## src/rtl/stress_stimulus_gen.sv

```systemverilog
// -----------------------------------------------------------------------------
// stress_stimulus_gen
//
// Plays a queued sequence of sensor-level steps onto three sensor lines and
// counts rising edges seen on the response line of the sensor under test.
// Each step is {pattern, hold}. Its pattern is driven for hold+1 cycles.
// Consecutive steps follow each other with no idle gap.
//
// Optional feature macro: STRESS_RESP_CAPTURE_EN
//   defined   : response is synchronized and its rising edges are counted
//   undefined : no capture logic, resp_count is tied to zero
//
// Parameters
//   DEPTH      pattern FIFO entries (power of 2, 2..16)
//   HOLD_W     width of the per-step hold count
//
// Ports
//   clk        sole clock, rising edge
//   rst_n      asynchronous active-low reset
//   wr_valid   step write request
//   wr_ready   FIFO not full
//   wr_pattern {s3,s2,s1} levels for the step
//   wr_hold    step duration minus one, in cycles
//   start      single-cycle pulse that begins playback (IDLE only)
//   sensor     driven sensor lines (bit0 = sensor1)
//   response   response line from the sensor under test (asynchronous)
//   busy       high while a playback is in progress
//   done       one-cycle pulse at the end of playback
//   resp_count response rising edges counted during the last playback
//
// Write handshake: a step is accepted on any rising edge where
// wr_valid && wr_ready. wr_ready depends only on registered occupancy.
// -----------------------------------------------------------------------------
module stress_stimulus_gen #(
   parameter int DEPTH  = 8,
   parameter int HOLD_W = 4
) (
   input  logic              clk,
   input  logic              rst_n,
   input  logic              wr_valid,
   output logic              wr_ready,
   input  logic [2:0]        wr_pattern,
   input  logic [HOLD_W-1:0] wr_hold,
   input  logic              start,
   output logic [2:0]        sensor,
   input  logic              response,
   output logic              busy,
   output logic              done,
   output logic [7:0]        resp_count
);

   localparam int PTR_W = (DEPTH > 1) ? $clog2(DEPTH) : 1;
   localparam int CNT_W = PTR_W + 1;
   localparam int ENT_W = 3 + HOLD_W;

   typedef enum logic [1:0] {IDLE, LOAD, PLAY, FINISH} state_t;

   state_t            state;
   logic [ENT_W-1:0]  mem [DEPTH];
   logic [PTR_W-1:0]  wr_ptr;
   logic [PTR_W-1:0]  rd_ptr;
   logic [CNT_W-1:0]  fifo_count;
   logic [HOLD_W-1:0] hold_cnt;
   logic [ENT_W-1:0]  head;
   logic              fifo_empty;
   logic              push;
   logic              pop;

   assign wr_ready   = (fifo_count != CNT_W'(DEPTH));
   assign fifo_empty = (fifo_count == '0);
   assign push       = wr_valid && wr_ready;
   assign head       = mem[rd_ptr];

   // The FSM consumes the head entry in LOAD and whenever the current step
   // expires in PLAY with another step already queued.
   assign pop = (state == LOAD) ||
                ((state == PLAY) && (hold_cnt == '0) && !fifo_empty);

   // ---------------------------------------------------------------- FIFO
   always_ff @(posedge clk) begin
      if (push) begin
         mem[wr_ptr] <= {wr_pattern, wr_hold};
      end
   end

   // Pointers wrap naturally since DEPTH is a power of two. A push on a full
   // FIFO is impossible because wr_ready gates it in the same cycle.
   always_ff @(posedge clk or negedge rst_n) begin
      if (!rst_n) begin
         wr_ptr     <= '0;
         rd_ptr     <= '0;
         fifo_count <= '0;
      end else begin
         if (push) wr_ptr <= wr_ptr + PTR_W'(1);
         if (pop)  rd_ptr <= rd_ptr + PTR_W'(1);
         case ({push, pop})
            2'b10:   fifo_count <= fifo_count + CNT_W'(1);
            2'b01:   fifo_count <= fifo_count - CNT_W'(1);
            default: fifo_count <= fifo_count;
         endcase
      end
   end

   // ----------------------------------------------------------------- FSM
   always_ff @(posedge clk or negedge rst_n) begin
      if (!rst_n) begin
         state    <= IDLE;
         sensor   <= 3'b000;
         busy     <= 1'b0;
         done     <= 1'b0;
         hold_cnt <= '0;
      end else begin
         done <= 1'b0;
         case (state)
            IDLE: begin
               sensor <= 3'b000;
               busy   <= 1'b0;
               if (start) begin
                  if (!fifo_empty) begin
                     state <= LOAD;
                     busy  <= 1'b1;
                  end else begin
                     state <= FINISH;
                     done  <= 1'b1;
                  end
               end
            end
            LOAD: begin
               sensor   <= head[HOLD_W +: 3];
               hold_cnt <= head[HOLD_W-1:0];
               state    <= PLAY;
            end
            PLAY: begin
               if (hold_cnt != '0) begin
                  hold_cnt <= hold_cnt - HOLD_W'(1);
               end else if (!fifo_empty) begin
                  // Next step takes over on the following cycle: no gap.
                  sensor   <= head[HOLD_W +: 3];
                  hold_cnt <= head[HOLD_W-1:0];
               end else begin
                  state  <= FINISH;
                  sensor <= 3'b000;
                  busy   <= 1'b0;
                  done   <= 1'b1;
               end
            end
            FINISH: begin
               state <= IDLE;
            end
            default: begin
               state <= IDLE;
            end
         endcase
      end
   end

   // ---------------------------------------------------- response capture
`ifdef STRESS_RESP_CAPTURE_EN
   logic       resp_sync1;
   logic       resp_sync2;
   logic       resp_prev;
   logic [7:0] resp_cnt_q;
   logic       resp_rise;
   logic       resp_clear;

   assign resp_rise  = resp_sync2 && !resp_prev;
   // Cleared whenever a start is honoured, including an empty-FIFO start.
   assign resp_clear = (state == IDLE) && start;

   always_ff @(posedge clk or negedge rst_n) begin
      if (!rst_n) begin
         resp_sync1 <= 1'b0;
         resp_sync2 <= 1'b0;
         resp_prev  <= 1'b0;
         resp_cnt_q <= 8'd0;
      end else begin
         resp_sync1 <= response;
         resp_sync2 <= resp_sync1;
         resp_prev  <= resp_sync2;
         if (resp_clear) begin
            resp_cnt_q <= 8'd0;
         end else if (busy && resp_rise && (resp_cnt_q != 8'hFF)) begin
            resp_cnt_q <= resp_cnt_q + 8'd1;
         end
      end
   end

   assign resp_count = resp_cnt_q;
`else
   logic unused_response;
   assign unused_response = response;
   assign resp_count      = 8'd0;
`endif

endmodule
```

## config.mk

```make
export PLATFORM = sky130hd
export DESIGN_NAME = stress_stimulus_gen
export DESIGN_NICKNAME = d
export VERILOG_FILES = /design/src/rtl/stress_stimulus_gen.sv
export SDC_FILE = /design/constraint.sdc
export NUM_CORES = 1
export LEC_CHECK = 0
export CAP_MARGIN = 10
export CORE_ASPECT_RATIO = 1.1
export CORE_UTILIZATION = 50
export CTS_CLUSTER_SIZE = 14
export DETAILED_ROUTE_END_ITERATION = 7
export PLACE_DENSITY = 0.69
export SETUP_SLACK_MARGIN = 0.15
export SLEW_MARGIN = 30
export SYNTH_ARGS = -nofsm -noshare
export SYNTH_HDL_FRONTEND = slang
export SYNTH_SLANG_ARGS = --single-unit
```

## constraint.sdc

```tcl
create_clock -name clk -period 2.95 [get_ports clk]
set_clock_uncertainty 0.05 [all_clocks]
set_input_delay 0.4425 -clock clk [delete_from_list [all_inputs] [get_ports clk]]
set_output_delay 0.4425 -clock clk [all_outputs]
set_load 0.02 [all_outputs]
```

==> flow_summary.json, run 1 <==
{
  "status": "finished, final reports clean",
  "yosys-top-cells-area": "edfxtp_1 49%, dfrtp_1 15%, mux4_2 5.2%",
  "min_period_ps": 2650,
  "max_slew_margin": 0.539,
  "n_fill_cell": 516,
  "power_frac_seq": 0.438,
  "synth_cells": 220,
  "nets": 279,
  "synth_edf_count": 56,
  "ctsHoldBuffers": 0,
  "critPathLaunchType": "register",
  "routedWlPerCell_um": 17.3,
  "synthFlopType": "edfxtp_1",
  "crit_family": "compound AO/OA/AOI/OAI gates",
  "power_frac_clock": 0.193,
  "crit_buf_inv": 0,
  "min_period_over_period": 0.898,
  "antenna_cells": 0,
  "netlist_area_um2": 3460,
  "hold_class": "input port to asynchronous set/reset pin",
  "cts_max_level": 3,
  "power_leakage_nw": 1.50,
  "grt_usage": 0.185,
  "cts_resized": 0,
  "yosysTopAreaCell": "edfxtp_1",
  "arrival_ps": 2880,
  "cts_setup_buffers": 0,
  "cts_buffer_depth": 2,
  "syn2layout_area_growth_pct": 13.5,
  "layout-drive-gt1-share": 0.181,
  "clock_sinks": 77,
  "vias_per_cell": 5.48,
  "reg2reg_setup_slack_ps": 300,
  "overflow": 0,
  "worst_slew_pin_slew_ps": 692,
  "path_clk_slew_ps": 90,
  "io_buffers": 16,
  "place_congestion": 0.737,
  "switchingPower_w": 0.00136,
  "powerDensity_nw_per_um2": 972,
  "cts_tree": "yes",
  "asyncSetResetFlopFracSynth": 0.273,
  "end_kind": "register",
  "grt_setup_unrepaired": "false",
  "critPathKind": "register to register",
  "fin_util": 0.592,
  "p_int_w": 0.00246,
  "synth_cell_types": 46,
  "yosysWarnings": 0,
  "synth_seq_cells": 77,
  "fp.dieW_um": 81.3,
  "grt_max_degree": 22,
  "drtIter0Drc": 129,
  "synth_common_cells": "56 x edfxtp_1, 21 x dfrtp_1, 13 x nor2_1",
  "critical-path-slowest-cell": "or4_4",
  "multi_input_area_um2": 1130,
  "fp.coreArea_um2": 6630,
  "clkLatencyLatePin_ps": 350,
  "die-area_um2": 7260,
  "setup_viol": 0,
  "avgSynthCellArea_um2": 15.7,
  "grt_first_pass_wirelength_um": 9310,
  "core.rowCount": 31,
  "crit_chain": "or4_4, a21o_1, ha_1, ha_1, a21o_1, a21oi_1, mux2i_1, xnor2_1",
  "slew_violations": 0,
  "max_freq_mhz": 377,
  "io_pins": 26,
  "p_comb_frac": 0.369,
  "cp_max_fo": 6,
  "fin_setup_tns_ps": 0,
  "die_h_um": 89.2,
  "wirelength_um": 5910,
  "cts_buffers": 9,
  "swShare": 0.356,
  "synth_most_common_cell": "edfxtp_1",
  "regArea_um2": 2210,
  "drc": 0,
  "seq_area_frac_synth": 0.638,
  "cp_slowest_stage_delay_ps": 580,
  "netlist.area_leader.share": 0.486,
  "cp.required_ps": 3170,
  "antenna_found_initial": 0,
  "root_buffer": "clkbuf_8",
  "start_util": 0.522,
  "hold_viol": 0,
  "max-vdd-ir-drop_mv": 0.536,
  "drv_cap": 0,
  "drtAntennaViolNets": 0,
  "via_count": 1873,
  "dr.pass1.iters": 4,
  "dpl.hpwl_um": 4020,
  "grt_pass1_vias": 1868
}
-- power groups by stage --
stage	Combinational, W	Sequential (W)	Clock, W
2_1_floorplan	0.00116	0.00159	0
3_3_place_gp	0.00139	0.00169	0
3_5_place_dp	0.00141	0.00170	0
4_1_cts	0.00142	0.00167	0.000753
5_1_grt	0.00158	0.00171	0.000788
6_report	0.00141	0.00167	0.000736
-- cell usage in the layout, fill, tap and decap left out, drive strengths merged, types with 2 or more instances in the layout --
cell type and n:
clkbuf 9, clkinvlp 2, or4 2, conb 8
nand2 10, nor3 3, ha 11, xor2 2
dfrtp 21, mux2 4, mux2i 9, inv 14
xnor2 4, mux4 13, nor2b 2, nor2 13
a21oi 7, edfxtp 56, o21a 2, a221oi 2
nand2b 2, a21o 2, nand3 2, o21ai 11
buf 15, o22a 2, clkdlybuf4s50 16
-- logic make-up (layout without fill, tap and decap cells) --
logic type               count (synthesis)  count (layout)  synth area share
AO/OA/AOI/OAI                           32              32            0.0597
XOR/XNOR                                 6               6            0.0152
adder cells (fa/ha/maj)                 12              12            0.0456
buffers and inverters                   24              57            0.0441
flip-flops                              77              77             0.638
multiplexers                            26              26             0.129
other                                    1               8           0.00108
AND/OR/NAND/NOR                         42              42            0.0673
-- final cells by class --
cell class | count | area share
clock buffers | 9 | 0.0316
multi-input cells | 126 | 0.287
inverters | 10 | 0.00956
repair buffers | 31 | 0.0695
flip-flops and latches | 77 | 0.562
clock inverters | 7 | 0.0140
well taps | 82 | 0.0261
-- metal layers --
layer | vias to the layer above | track usage | share of wire
met3 | 10 | 0.0306 | 0.019
li1 | 897 | - | -
met2 | 31 | 0.315 | 0.51
met1 | 935 | 0.229 | 0.45
met5 | - | 0 | 0
met4 | 0 | 0.0909 | 0.018
-- stage by stage --
stage          area, um^2  power [W]  worst slack (ps)  cells  hold slack, ps
6_report             3930    0.00382               299    342             389
5_1_grt              3930    0.00408               168    342             435
4_1_cts              3930    0.00385               294    342             388
3_5_place_dp         3750    0.00311               304    326             463
3_3_place_gp         3750    0.00308               355    326             440
2_1_floorplan        3490    0.00275               434    227            96.9
-- registers in the layout, indices dropped and copies added, names as in the netlist --
signal	flops
busy	1
done	1
fifo_count	4
hold_cnt	4
mem	56
rd_ptr	3
sensor	3
state	2
wr_ptr	3
-- worst reg2reg max path: cells and delay by family (launching register included) --
kind / cells / cell delay (ps)
and+or+nand+nor: 1 / 580
muxes: 1 / 250
adders and majority gates: 2 / 530
AOI/OAI and AO/OA: 3 / 580
xor gates and xnor gates: 1 / 140
DFF: 1 / 460
-- worst paths after layout --
| path | from | cells past startpoint | end |
|---|---|---|---|
| setup / recovery | fifo_count[0] | 8 | fifo_count[3] |
| hold / removal | rst_n | 2 | hold_cnt[3] |
| setup reg to reg | fifo_count[0] | 8 | fifo_count[3] |
| hold reg to reg | busy | 2 | busy |
| max in group asynchronous | rst_n | 2 | sensor[1] |
| min in group clk | busy | 2 | busy |
No activity file was read; power rests on OpenSTA's default activity.
==> inputs of run 2 (changes only) <==
--- a/config.mk
+++ b/config.mk
@@ -12,6 +12,7 @@
 export DETAILED_ROUTE_END_ITERATION = 7
 export PLACE_DENSITY = 0.69
 export SETUP_SLACK_MARGIN = 0.15
+export SKIP_LAST_GASP = 1
 export SLEW_MARGIN = 30
 export SYNTH_ARGS = -nofsm -noshare
 export SYNTH_HDL_FRONTEND = slang
==> results of run 2 <==
The final DEF is identical to that of run 1; final timing and power are the same.
==> inputs of run 3 (changes only) <==
--- a/config.mk
+++ b/config.mk
@@ -10,7 +10,7 @@
 export CORE_UTILIZATION = 50
 export CTS_CLUSTER_SIZE = 14
 export DETAILED_ROUTE_END_ITERATION = 7
-export PLACE_DENSITY = 0.69
+export PLACE_DENSITY = 0.72
 export SETUP_SLACK_MARGIN = 0.15
 export SKIP_LAST_GASP = 1
 export SLEW_MARGIN = 30
==> constraint.sdc (replaced) <==
create_clock -name clk -period 2.15 [get_ports clk]
set_clock_uncertainty 0.05 [all_clocks]
set_input_delay 0.3225 -clock clk [delete_from_list [all_inputs] [get_ports clk]]
set_output_delay 0.3225 -clock clk [all_outputs]
set_load 0.02 [all_outputs]
==> run 3 against run 2 <==
The flow now finishes with violations (negative setup slack). Worst hold slack worse by 120 ps. Power is 53% higher. Global-route usage is 1.5 points higher. Largest power group is now combinational logic. Highest routed layer unchanged.
==> flow_summary.json, run 3 (synthesized netlist as in run 1, its figures left out) <==
{
  "min_period_over_period": 1.07,
  "crit_chain": "or4_4, a21o_1, ha_4, ha_4, a21o_1, a21oi_2, mux2i_1, xnor2_1",
  "end_kind": "register",
  "setup_viol": 3,
  "cts_buffers": 9,
  "largest_reg_flops": 56,
  "max_freq_mhz": 433,
  "largest_register": "mem",
  "critical-path-slowest-cell": "or4_4",
  "hold_viol": 0,
  "fin_setup_tns_ps": -191,
  "critPathLaunchType": "register",
  "violations": "negative setup slack",
  "drc": 0,
  "power_leakage_nw": 1.61,
  "root_buffer": "clkbuf_8",
  "rr_worst_depth": 8,
  "clock_sinks": 77,
  "antenna_cells": 0,
  "drtAntennaViolNets": 0,
  "final_common_cell": "edfxtp_1",
  "io_pins": 26,
  "cts_max_level": 3,
  "top_regs": "mem (56), fifo_count (4), hold_cnt (4)",
  "r2r-end": "fifo_count[3]",
  "wirelength_um": 6320,
  "fp.coreArea_um2": 6630,
  "power_frac_clock": 0.179,
  "die_h_um": 89.2,
  "min_period_ps": 2310,
  "final-instance-count-excl-fill": 364,
  "cp.required_ps": 2370,
  "max-vdd-ir-drop_mv": 0.748,
  "start_util": 0.522,
  "grt_first_pass_wirelength_um": 9960,
  "io_buffers": 16,
  "cts_buffer_depth": 2,
  "swShare": 0.342,
  "p_total_w": 0.00583,
  "syn2layout_area_growth_pct": 21.6,
  "grt_pass1_vias": 1977,
  "powerDensity_nw_per_um2": 1390,
  "core.rowCount": 31,
  "path_clk_slew_ps": 80,
  "grt_setup_unrepaired": "true",
  "via_count": 2001,
  "switchingPower_w": 0.00200,
  "place_congestion": 0.790,
  "cts_tree": "yes",
  "dr.pass1.iters": 4,
  "startpoint": "fifo_count[0]",
  "r2r_start": "fifo_count[0]",
  "hold_class": "input port to asynchronous set/reset pin",
  "critPathKind": "register to register",
  "cp_slowest_stage_delay_ps": 520,
  "grt_usage": 0.200,
  "slew_violations": 0,
  "layout-drive-gt1-share": 0.305,
  "fp.dieW_um": 81.3,
  "holdWs_ps": 273,
  "routedWlPerCell_um": 17.3,
  "grt_max_degree": 22,
  "clkLatencyLatePin_ps": 340,
  "reg2reg_setup_slack_ps": -160,
  "antenna_found_initial": 0,
  "finalWorstSetupSlack_ps": -158,
  "p_int_w": 0.00384,
  "nets": 301,
  "vias_per_cell": 5.50,
  "dp_slack_ps": -178,
  "overflow": 0,
  "arrival_ps": 2530,
  "cp_max_fo": 3,
  "die-area_um2": 7260,
  "layout_common_cells": "56 x edfxtp_1, 34 x buf_4, 21 x dfrtp_1",
  "power_frac_seq": 0.374,
  "placed_cells": 345,
  "p_comb_frac": 0.447,
  "dpl.hpwl_um": 4310,
  "status": "finished with violations",
  "drv_cap": 0,
  "drtIter0Drc": 110
}
run 3: cell types whose count changed in the layout (fill, tap and decap cells not counted), moves of 4 or more:
cell	delta
buf_4	+19
buf_6	+4
ha_1	-4
inv_6	-4
nor2_1	-4
run 3: metrics by stage:
step / utilization / cell area, um^2
floorplan: - / 3540
global placement: 0.595 / 3940
detailed placement: 0.595 / 3940
CTS: 0.627 / 4160
global route: 0.634 / 4210
finish: 0.634 / 4210
run 3: worst max-delay path: cells and delay by family, from the launching register on:
family	cells	cell delay [ps]
XOR/XNOR	1	130
adder cells (fa/ha/maj)	2	390
AO/OA/AOI/OAI	3	520
AND/OR/NAND/NOR	1	520
flip-flops	1	400
multiplexers	1	230
run 3: repair_timing:
action                     CTS  global route
pin swaps                    2             2
gates resized for setup      7            13
hold buffers                 0             0
setup buffers                1             2
setup endpoints to repair   29            42
run 3: worst max-delay path by stage:
stage	endpoint	slack, ps	cells past startpoint
final	fifo_count[3]	-160	8
after global routing	fifo_count[3]	-240	8
after floorplan	fifo_count[3]	-190	8
after CTS	fifo_count[3]	-170	8
after detailed placement	fifo_count[3]	-180	8
after global placement	fifo_count[3]	-160	8
run 3: final cells by class:
| cell class | count | area (um^2) |
|---|---|---|
| clock buffers | 10 | 128 |
| clock inverters | 6 | 63.8 |
| fillers | 479 | 2430 |
| inverters | 10 | 37.5 |
| multi-input cells | 126 | 1220 |
| flip-flops and latches | 77 | 2210 |
| well taps | 82 | 103 |
| repair buffers | 53 | 450 |
run 3: metal layers:
layer  up-vias  track usage  share of wire
met5         -            0              0
met4         0       0.0909          0.017
met3        13       0.0337          0.036
met2        60        0.352           0.52
met1       989        0.240           0.42
li1        939            -              -
run 3: power groups by stage:
stage / logic [W] / registers [W] / clock network [W]
floorplan: 0.00168 / 0.00220 / 0
global placement: 0.00242 / 0.00219 / 0
detailed placement: 0.00248 / 0.00221 / 0
CTS: 0.00254 / 0.00218 / 0.00106
global route: 0.00286 / 0.00223 / 0.00113
finish: 0.00261 / 0.00218 / 0.00104
